===== config.mk =====
export PLATFORM = sky130hd
export DESIGN_NAME = pe_operand_feeder
export DESIGN_NICKNAME = d
export VERILOG_FILES = /design/src/rtl/pe_operand_feeder.sv
export SDC_FILE = /design/constraint.sdc
export NUM_CORES = 1
export LEC_CHECK = 0
export CORE_ASPECT_RATIO = 1.1
export CORE_MARGIN = 10
export CORE_UTILIZATION = 54
export DETAILED_ROUTE_END_ITERATION = 10
export GPL_TIMING_DRIVEN = 0
export PLACE_DENSITY = 0.81
export SETUP_SLACK_MARGIN = 0.2
export SYNTH_ARGS = -nofsm -noshare
export SYNTH_HDL_FRONTEND = slang
export SYNTH_SLANG_ARGS = --single-unit

===== constraint.sdc =====
create_clock -name clk -period 5.2 [get_ports clk]
set_input_delay 1.3 -clock clk [delete_from_list [all_inputs] [get_ports clk]]
set_output_delay 1.3 -clock clk [all_outputs]
set_load 0.05 [all_outputs]

===== src/rtl/pe_operand_feeder.sv =====
// Operand feeder for a row of MAC processing elements.
// Accepts k_len operand vectors per job and skews lane i by i cycles, so that
// lane i sees each beat i cycles after lane 0. Bubbles travel through the skew as
// zero data with valid low. After the last beat the FSM waits for the skew and
// the downstream MAC pipeline to drain, then pulses done.
module pe_operand_feeder #(
   parameter int unsigned DATA_WIDTH = 8,
   parameter int unsigned ROWS       = 4,
   parameter int unsigned K_WIDTH    = 16,
   parameter int unsigned PE_LAT     = 3
) (
   input  logic                         clk,
   input  logic                         rst,
   input  logic                         start,
   input  logic [K_WIDTH-1:0]           k_len,
   output logic                         busy,
   output logic                         done,
   input  logic                         in_valid,
   output logic                         in_ready,
   input  logic [ROWS*DATA_WIDTH-1:0]   in_data,
   input  logic [ROWS*DATA_WIDTH-1:0]   in_weight,
   output logic [ROWS*DATA_WIDTH-1:0]   pe_data,
   output logic [ROWS*DATA_WIDTH-1:0]   pe_weight,
   output logic [ROWS-1:0]              pe_valid,
   output logic [ROWS-1:0]              pe_accumulate_en,
   output logic [ROWS-1:0]              pe_clear_acc
);

   // Skew drain plus MAC pipeline depth; a zero-length drain still spends one cycle in FLUSH.
   localparam int unsigned FlushLen  = ROWS - 1 + PE_LAT;
   localparam int unsigned FlushLast = (FlushLen > 0) ? FlushLen - 1 : 0;
   localparam int unsigned FlushW    = (FlushLen > 1) ? $clog2(FlushLen) : 1;

   typedef enum logic [1:0] {
      StIdle,
      StFeed,
      StFlush,
      StDone
   } state_e;

   state_e             state_q, state_d;
   logic [K_WIDTH-1:0] cnt_q, cnt_d;
   logic [K_WIDTH-1:0] k_q, k_d;
   logic [FlushW-1:0]  flush_q, flush_d;
   logic               clear_q, clear_d;

   logic               accept;
   logic               beat_acc;
   logic [K_WIDTH-1:0] cnt_inc;

   // in_ready depends on state only, never on in_valid.
   assign in_ready = (state_q == StFeed);
   assign accept   = in_valid && in_ready;
   assign busy     = (state_q != StIdle);
   assign done     = (state_q == StDone);
   assign cnt_inc  = cnt_q + K_WIDTH'(1);
   // Every beat except the first of the job accumulates onto the cleared accumulator.
   assign beat_acc = (cnt_q != '0);
   assign pe_clear_acc = {ROWS{clear_q}};

   // Control state, beat counter, latched length and flush counter.
   always_ff @(posedge clk) begin
      if (rst) begin
         state_q <= StIdle;
         cnt_q   <= '0;
         k_q     <= '0;
         flush_q <= '0;
         clear_q <= 1'b0;
      end else begin
         state_q <= state_d;
         cnt_q   <= cnt_d;
         k_q     <= k_d;
         flush_q <= flush_d;
         clear_q <= clear_d;
      end
   end

   // Next-state logic for the job FSM.
   always_comb begin
      state_d = state_q;
      cnt_d   = cnt_q;
      k_d     = k_q;
      flush_d = flush_q;
      clear_d = 1'b0;
      unique case (state_q)
         StIdle: begin
            if (start) begin
               k_d     = k_len;
               cnt_d   = '0;
               clear_d = 1'b1;
               state_d = (k_len == '0) ? StDone : StFeed;
            end
         end
         StFeed: begin
            if (accept) begin
               cnt_d = cnt_inc;
               if (cnt_inc == k_q) begin
                  state_d = StFlush;
                  flush_d = '0;
               end
            end
         end
         StFlush: begin
            if (flush_q == FlushW'(FlushLast)) begin
               state_d = StDone;
            end else begin
               flush_d = flush_q + FlushW'(1);
            end
         end
         StDone: begin
            state_d = StIdle;
         end
         default: begin
            state_d = StIdle;
         end
      endcase
   end

   // Lane i owns a delay line of i+1 registers; stage 0 captures the beat or a bubble.
   for (genvar i = 0; i < ROWS; i++) begin : g_lane
      logic [DATA_WIDTH-1:0] d_q [i+1];
      logic [DATA_WIDTH-1:0] w_q [i+1];
      logic                  v_q [i+1];
      logic                  a_q [i+1];

      // Skew shift register for this lane, flushed to zero by reset.
      always_ff @(posedge clk) begin
         if (rst) begin
            for (int k = 0; k <= i; k++) begin
               d_q[k] <= '0;
               w_q[k] <= '0;
               v_q[k] <= 1'b0;
               a_q[k] <= 1'b0;
            end
         end else begin
            d_q[0] <= accept ? in_data[i*DATA_WIDTH +: DATA_WIDTH] : '0;
            w_q[0] <= accept ? in_weight[i*DATA_WIDTH +: DATA_WIDTH] : '0;
            v_q[0] <= accept;
            a_q[0] <= accept && beat_acc;
            for (int k = 1; k <= i; k++) begin
               d_q[k] <= d_q[k-1];
               w_q[k] <= w_q[k-1];
               v_q[k] <= v_q[k-1];
               a_q[k] <= a_q[k-1];
            end
         end
      end

      assign pe_data[i*DATA_WIDTH +: DATA_WIDTH]   = d_q[i];
      assign pe_weight[i*DATA_WIDTH +: DATA_WIDTH] = w_q[i];
      assign pe_valid[i]                           = v_q[i];
      assign pe_accumulate_en[i]                   = a_q[i];
   end

endmodule


==> flow_metrics.tcl, run 1 <==
set metrics [dict create \
    cp.depth 4 \
    p_sw_w 0.001083 \
    holdBufCountCts 0 \
    dpl.hpwl_um 12720 \
    p_int_w 0.002836 \
    reg2reg_depth 8 \
    path_common_cell "inv_1" \
    power_density_nw_per_um2 396.9 \
    ys_seq_area_frac 0.5623 \
    die_x_um 131.1 \
    clkLatencyLatePin_ps 490 \
    cts_resized 0 \
    crit_end "busy" \
    wl_um 17200 \
    reg2reg_from "cnt_q[1]$_SDFFE_PP0P_" \
    grt_overflow 0 \
    nFillCells 915 \
    drtIter0Drc 243 \
    min_period_ps 3481 \
    ys_ff_latch 206 \
    grt_max_degree 15 \
    maxSlewViolCount 0 \
    crit_required_ps 3900 \
    relSlewSlack 0.5633 \
    wl_per_cell_um 15.72 \
    skew_ps 8.992 \
    syn_nets 804 \
    dr_total_vias 5310 \
    grt_pass1_wl_um 27170 \
    cts_tree "done" \
    nets 989 \
    cts-root-buf "clkbuf_16" \
    worstHoldPathCells 1 \
    firstDrtPassIters 5 \
    antenna_found_initial 1 \
    syn-instance-count 711 \
    rsz0062_at_grt "false" \
    cts_max_path_buffers 3 \
    worstPathBufferInverterCount 3 \
    finalSetupViolations 0 \
    cts_buffers 21 \
    crit_family "buffers and inverters" \
    crit_start "state_q[0]$_SDFFE_PP0P_" \
    setup.worst_path.start_class "flip-flop" \
    synth_cell_type_count 60 \
    coreArea_um2 13270 \
    p_clk_frac 0.376 \
    synthArstFlopShare 0 \
    finalCritPeriodShare 0.6694 \
    die_area_um2 18650 \
    synth_area_um2 7335 \
    crit_fanout 4 \
    seq_power_share 0.434 \
    io_buffers 162 \
    drive_above_1_share 0.1100 \
    final_core_util 0.7440 \
    gp_congestion 0.8984 \
    crit_type "flip-flop to output pin" \
    p_sw_frac 0.2763 \
    row_count 44 \
    cp_slowest_cell "clkdlybuf4s50_1" \
    clock.fmax_mhz 287.3 \
    status "complete, no violations" \
    synth_edf_count 0 \
    hold_violations 0 \
    die-height_um 142.2 \
    syn_avg_cell_area_um2 10.32 \
    ant_nets 0 \
    drt_drc_violations_left 0 \
    grt_pass1_vias 5322 \
    pre_cts_slack_ps 1676 \
    ys.flop_type "dfxtp_1" \
    ff_latch_area_um2 4124 \
    fin_ws_ps 1719 \
    r2r_slack_ps 2170 \
    crit_chain "inv_1, ha_1, inv_1, clkdlybuf4s50_1" \
    ioPinCount 163 \
    tns_ps 0 \
    cap_violations 0 \
    grt_usage 0.1751 \
    cpPeakStageDelay_ps 830 \
    yosysWarnings 0 \
    clk_pin_slew_ps 70 \
    htreeDepth 1 \
    areaGrowthSynthToFinish_pct 34.58 \
    p_leak_nw 3.903 \
    tightest_slew_ps 652.6 \
    vdd_drop_max_mv 0.3222 \
    worstReg2RegEnd "flush_q[2]$_SDFFE_PP0P_" \
    crit_arrival_ps 2180 \
    worstHoldPathType "flip-flop to flip-flop" \
    share_comb_of_total_power 0.190 \
    cts_sinks 206 \
    post-cts-setup-buffers 0 \
    cp-end-kind "output pin" \
    multi_input_area_um2 2597 \
    start_util 0.5528 \
    via_per_inst 4.854 \
]
kinds of logic after synthesis:
group / count (synthesis) / share of synthesized area
multiplexers: 2 / 0.002730
buffers and inverters: 90 / 0.08359
adder cells (fa/ha/maj): 9 / 0.01535
AND/OR/NAND/NOR: 311 / 0.2465
XOR/XNOR: 18 / 0.02149
AO/OA/AOI/OAI: 75 / 0.06807
flip-flops: 206 / 0.5623
flip-flops by register name, indices dropped and copies added, names as in the netlist:
| register | cells |
|---|---|
| g_lane.a_q | 4 |
| clear_q | 1 |
| g_lane.d_q | 80 |
| g_lane.w_q | 80 |
| g_lane.v_q | 4 |
| flush_q | 3 |
| k_q | 16 |
| state_q | 2 |
| cnt_q | 16 |
cell type report:
cell class / instances / share of cell area
well taps: 184 / 0.02332
flip-flops and latches: 206 / 0.4178
clock buffers: 28 / 0.05793
plain buffers: 81 / 0.05869
inverters: 9 / 0.003422
clock inverters: 8 / 0.01115
diodes: 1 / 0.0002535
multi-input cells: 415 / 0.2632
repair buffers: 162 / 0.1643
layout by cell type, fill, tap and decap left out, types with 3 or more instances in the layout:
cell and count:
buf_4 42, and3_1 4, xnor2_1 12, dfxtp_1 206, nor2b_1 103, ha_1 9
clkbuf_16 21, clkbuf_8 10, clkbuf_1 32, xor2_1 6, nand3_1 7, nor2_1 34
nand4_1 3, nor4_1 9, nor3_1 5, and2_1 67, inv_1 9, nand2_1 53
a311oi_1 5, nand2b_1 4, a22oi_1 5, a21oi_1 33, clkdlybuf4s50_1 162, o21ai_0 15
power by group through the flow:
stage                     Combinational, W  Sequential (W)  Clock [W]
after global placement            0.000714         0.00173          0
final                             0.000745         0.00170    0.00147
after CTS                         0.000740         0.00170    0.00149
after detailed placement          0.000732         0.00174          0
after global routing              0.000806         0.00171    0.00155
after floorplan                   0.000469         0.00176          0
through the flow:
step | instance area [um2] | cells | hold WS, ps | total power (W)
2_1_floorplan | 7335 | 711 | 413.8 | 0.002225
3_3_place_gp | 9186 | 1057 | 416.0 | 0.002445
3_5_place_dp | 9186 | 1057 | 420.4 | 0.002468
4_1_cts | 9868 | 1093 | 436.4 | 0.003934
5_1_grt | 9871 | 1094 | 446.1 | 0.004068
6_report | 9871 | 1094 | 433.7 | 0.003918
routing by layer:
layer / GRT usage / share of wire
met5: 0 / 0
met3: 0.04379 / 0.069
met1: 0.1984 / 0.40
met4: 0.05154 / 0.021
met2: 0.3187 / 0.51
worst min-delay path by stage:
stage                                              start                         endpoint
final                     g_lane[3].w_q[2][2]$_SDFF_PP0_   g_lane[3].w_q[3][2]$_SDFF_PP0_
after detailed placement  g_lane[2].w_q[0][9]$_SDFF_PP0_  g_lane[2].w_q[0][17]$_SDFF_PP0_
after CTS                 g_lane[3].w_q[1][7]$_SDFF_PP0_   g_lane[3].w_q[2][7]$_SDFF_PP0_
after global placement    g_lane[1].d_q[0][5]$_SDFF_PP0_  g_lane[1].d_q[0][13]$_SDFF_PP0_
after global routing      g_lane[2].d_q[0][7]$_SDFF_PP0_  g_lane[2].d_q[0][15]$_SDFF_PP0_
after floorplan           g_lane[1].d_q[0][2]$_SDFF_PP0_  g_lane[1].d_q[0][10]$_SDFF_PP0_
Yosys cell counts (all sizes together) (2+ instances only):
cell type	n	area, um2
dfxtp	206	4124
nor2b	103	644.4
and2	67	419.2
nand2	53	198.9
buf	45	335.3
clkbuf	35	211.5
nor2	34	127.6
a21oi	33	165.2
o21ai	16	83.83
xnor2	12	105.1
nor4	11	90.08
ha	9	112.6
inv	9	33.78
nand3	9	62.56
a311oi	6	58.80
nor3	6	35.03
xor2	6	52.55
a22oi	5	37.54
nand4	5	52.55
and3	4	25.02
nand2b	4	25.02
or4	3	27.53
a31oi	2	12.51
and2b	2	17.52
mux2i	2	20.02
nand4b	2	17.52
o2111ai	2	17.52
o31ai	2	15.01
o41ai	2	43.80
or3	2	12.51
Power figures use the tool's default switching activity.
==> run 2, diff against run 1 <==
Settings changed: CORE_UTILIZATION 54 to 45, PLACE_DENSITY 0.81 to 0.71.
Clock period 5.2 ns to 2.9 ns, I/O delays scaled along.
==> run 2 against run 1 <==
Net effect: via count shrank 2.1%; worst setup slack lost 1400 ps; non-clock buffer count grew 3; cell count grew 1.5%; clock power grew 67%; clock skew shrank 4.3 ps; cell area grew 0.80%; routed wire length shrank 5.8%; worst hold slack lost 3.0 ps; critical path type unchanged; sequential power grew 80%; combinational power grew 81%; global-route usage shrank 3.2 points.
==> flow_metrics.tcl, run 2 (synthesis gave the netlist of run 1 again) <==
set metrics [dict create \
    crit_fanout 7 \
    cts_sinks 206 \
    cp_slowest_cell "clkdlybuf4s15_1" \
    clock.fmax_mhz 386.6 \
    rsz0062_at_grt "false" \
    ant_nets 0 \
    share_comb_of_total_power 0.197 \
    maxSlewViolCount 0 \
    final_common_cell "dfxtp_1" \
    crit_arrival_ps 1860 \
    stdcell_area_um2 9950 \
    hold_violations 0 \
    coreArea_um2 15860 \
    finalCritPeriodShare 0.8919 \
    die_area_um2 21810 \
    via_per_inst 4.682 \
    worstReg2RegEnd "flush_q[0]$_SDFFE_PP0P_" \
    drt_drc_violations_left 0 \
    crit_required_ps 2170 \
    start_util 0.4626 \
    crit_type "flip-flop to output pin" \
    skew_ps 4.699 \
    die-height_um 153.9 \
    relSlewSlack 0.4824 \
    power_w 0.006856 \
    wl_per_cell_um 14.60 \
    p_int_w 0.004926 \
    finalSetupViolations 0 \
    seq_power_share 0.446 \
    placed_area_um2 9206 \
    vdd_drop_max_mv 0.7424 \
    hold_end "g_lane[3].w_q[2][6]$_SDFF_PP0_" \
    grt_usage 0.1428 \
    antenna_found_initial 0 \
    crit_start "state_q[1]$_SDFFE_PP0P_" \
    grt_max_degree 15 \
    final_cell_mix "dfxtp_1, clkdlybuf4s50_1, nor2b_1" \
    min_from "g_lane[3].w_q[1][6]$_SDFF_PP0_" \
    die_x_um 141.7 \
    cts-root-buf "clkbuf_16" \
    drive_above_1_share 0.1264 \
    worstHoldPathCells 1 \
    drtIter0Drc 241 \
    areaGrowthSynthToFinish_pct 35.65 \
    dr_total_vias 5197 \
    cap_violations 0 \
    cp-end-kind "output pin" \
    firstDrtPassIters 5 \
    reg2reg_depth 9 \
    grt_pass1_vias 4973 \
    p_sw_w 0.001930 \
    antenna_cells 0 \
    p_leak_nw 3.955 \
    gp_congestion 0.8830 \
    power_density_nw_per_um2 689.1 \
    status "complete, no violations" \
    setup.worst_path.start_class "flip-flop" \
    crit_chain "inv_1, ha_1, clkdlybuf4s15_1" \
    r2r_slack_ps 330 \
    p_sw_frac 0.2815 \
    htreeDepth 1 \
    worstPathBufferInverterCount 2 \
    holdBufCountCts 0 \
    clkLatencyLatePin_ps 490 \
    reg2reg_from "cnt_q[4]$_SDFFE_PP0P_" \
    clk_pin_slew_ps 60 \
    top_regs "g_lane.d_q x80, g_lane.w_q x80" \
    tightest_slew_ps 773.5 \
    wl_um 16210 \
    nets 992 \
    grt_pass1_wl_um 25600 \
    cts_max_path_buffers 3 \
    crit_family "buffers and inverters" \
    dpl.hpwl_um 12020 \
    ioPinCount 163 \
    cpPeakStageDelay_ps 560 \
    worstHoldPathType "flip-flop to flip-flop" \
    cts_buffers 21 \
    min_period_ps 2587 \
    io_buffers 162 \
    grt_overflow 0 \
    row_count 48 \
    cts_tree "done" \
    p_clk_frac 0.357 \
]
-- run 2: changes by cell type in the layout (fill, tap and decap cells not counted), moves of 3 or more --
| cell | change |
|---|---|
| clkbuf_1 | -3 |
| buf_4 | +3 |
| clkinv_2 | +3 |
| dfxtp_1 | -3 |
| clkdlybuf4s50_1 | -3 |
-- run 2: worst max path at each step --
stage | end | slack (ps) | cells past startpoint
2_1_floorplan | flush_q[2]$_SDFFE_PP0P_ | 340 | 8
3_3_place_gp | flush_q[2]$_SDFFE_PP0P_ | -20 | 6
3_5_place_dp | state_q[1]$_SDFFE_PP0P_ | -40 | 6
4_1_cts | state_q[1]$_SDFFE_PP0P_ | 220 | 8
5_1_grt | flush_q[0]$_SDFFE_PP0P_ | 210 | 9
6_report | in_ready | 310 | 3
-- run 2: power groups by stage --
stage	registers [W]	logic (W)	clock network, W
after global placement	0.00311	0.00130	0
after global routing	0.00307	0.00147	0.00264
after CTS	0.00305	0.00133	0.00252
final	0.00306	0.00135	0.00245
after floorplan	0.00315	0.000841	0
after detailed placement	0.00311	0.00131	0
-- run 2: layer usage --
| layer | vias to the layer above | wire [um] | GRT usage |
|---|---|---|---|
| met3 | 28 | 1370 | 0.04128 |
| met2 | 182 | 7688 | 0.2357 |
| met1 | 2345 | 6804 | 0.1732 |
| met5 | - | 0 | 0 |
| met4 | 0 | 342 | 0.04871 |
| li1 | 2642 | - | - |
-- run 2: per-stage QoR --
step / worst slack, ps / TNS [ps] / cells / util / hold WS [ps]
5_1_grt: 206.2 / 0 / 1110 / 0.6275 / 445.0
2_1_floorplan: 338.4 / 0 / 711 / - / 413.8
3_3_place_gp: -18.96 / -18.96 / 1073 / 0.5807 / 415.6
4_1_cts: 222.5 / 0 / 1110 / 0.6250 / 431.5
3_5_place_dp: -36.24 / -62.61 / 1073 / 0.5807 / 420.4
6_report: 313.5 / 0 / 1110 / 0.6275 / 430.7
-- run 2: layout make-up --
type / instances / area (um2)
plain buffers: 81 / 585.6
multi-input cells: 415 / 2681
repair buffers: 165 / 1642
clock buffers: 26 / 574.3
clock inverters: 8 / 52.55
well taps: 200 / 250.2
flip-flops and latches: 206 / 4130
fillers: 1357 / 5906
inverters: 9 / 33.78
-- run 2: what timing repair did --
item	in CTS	in global routing
setup endpoints to repair	7	8
pin swaps	8	5
setup buffers	3	0
endpoints found under the hold margin	0	0
resized for setup	11	14
-- run 2: worst reg2reg max path: stages, from the launching register on --
cell and delay [ps]:
dfxtp_1 320, clkbuf_8 170, nand3_4 150, nor4_4 340
xnor2_1 120, or4_4 560, o41ai_4 370, buf_4 200
nand4b_1 120, a21oi_2 150
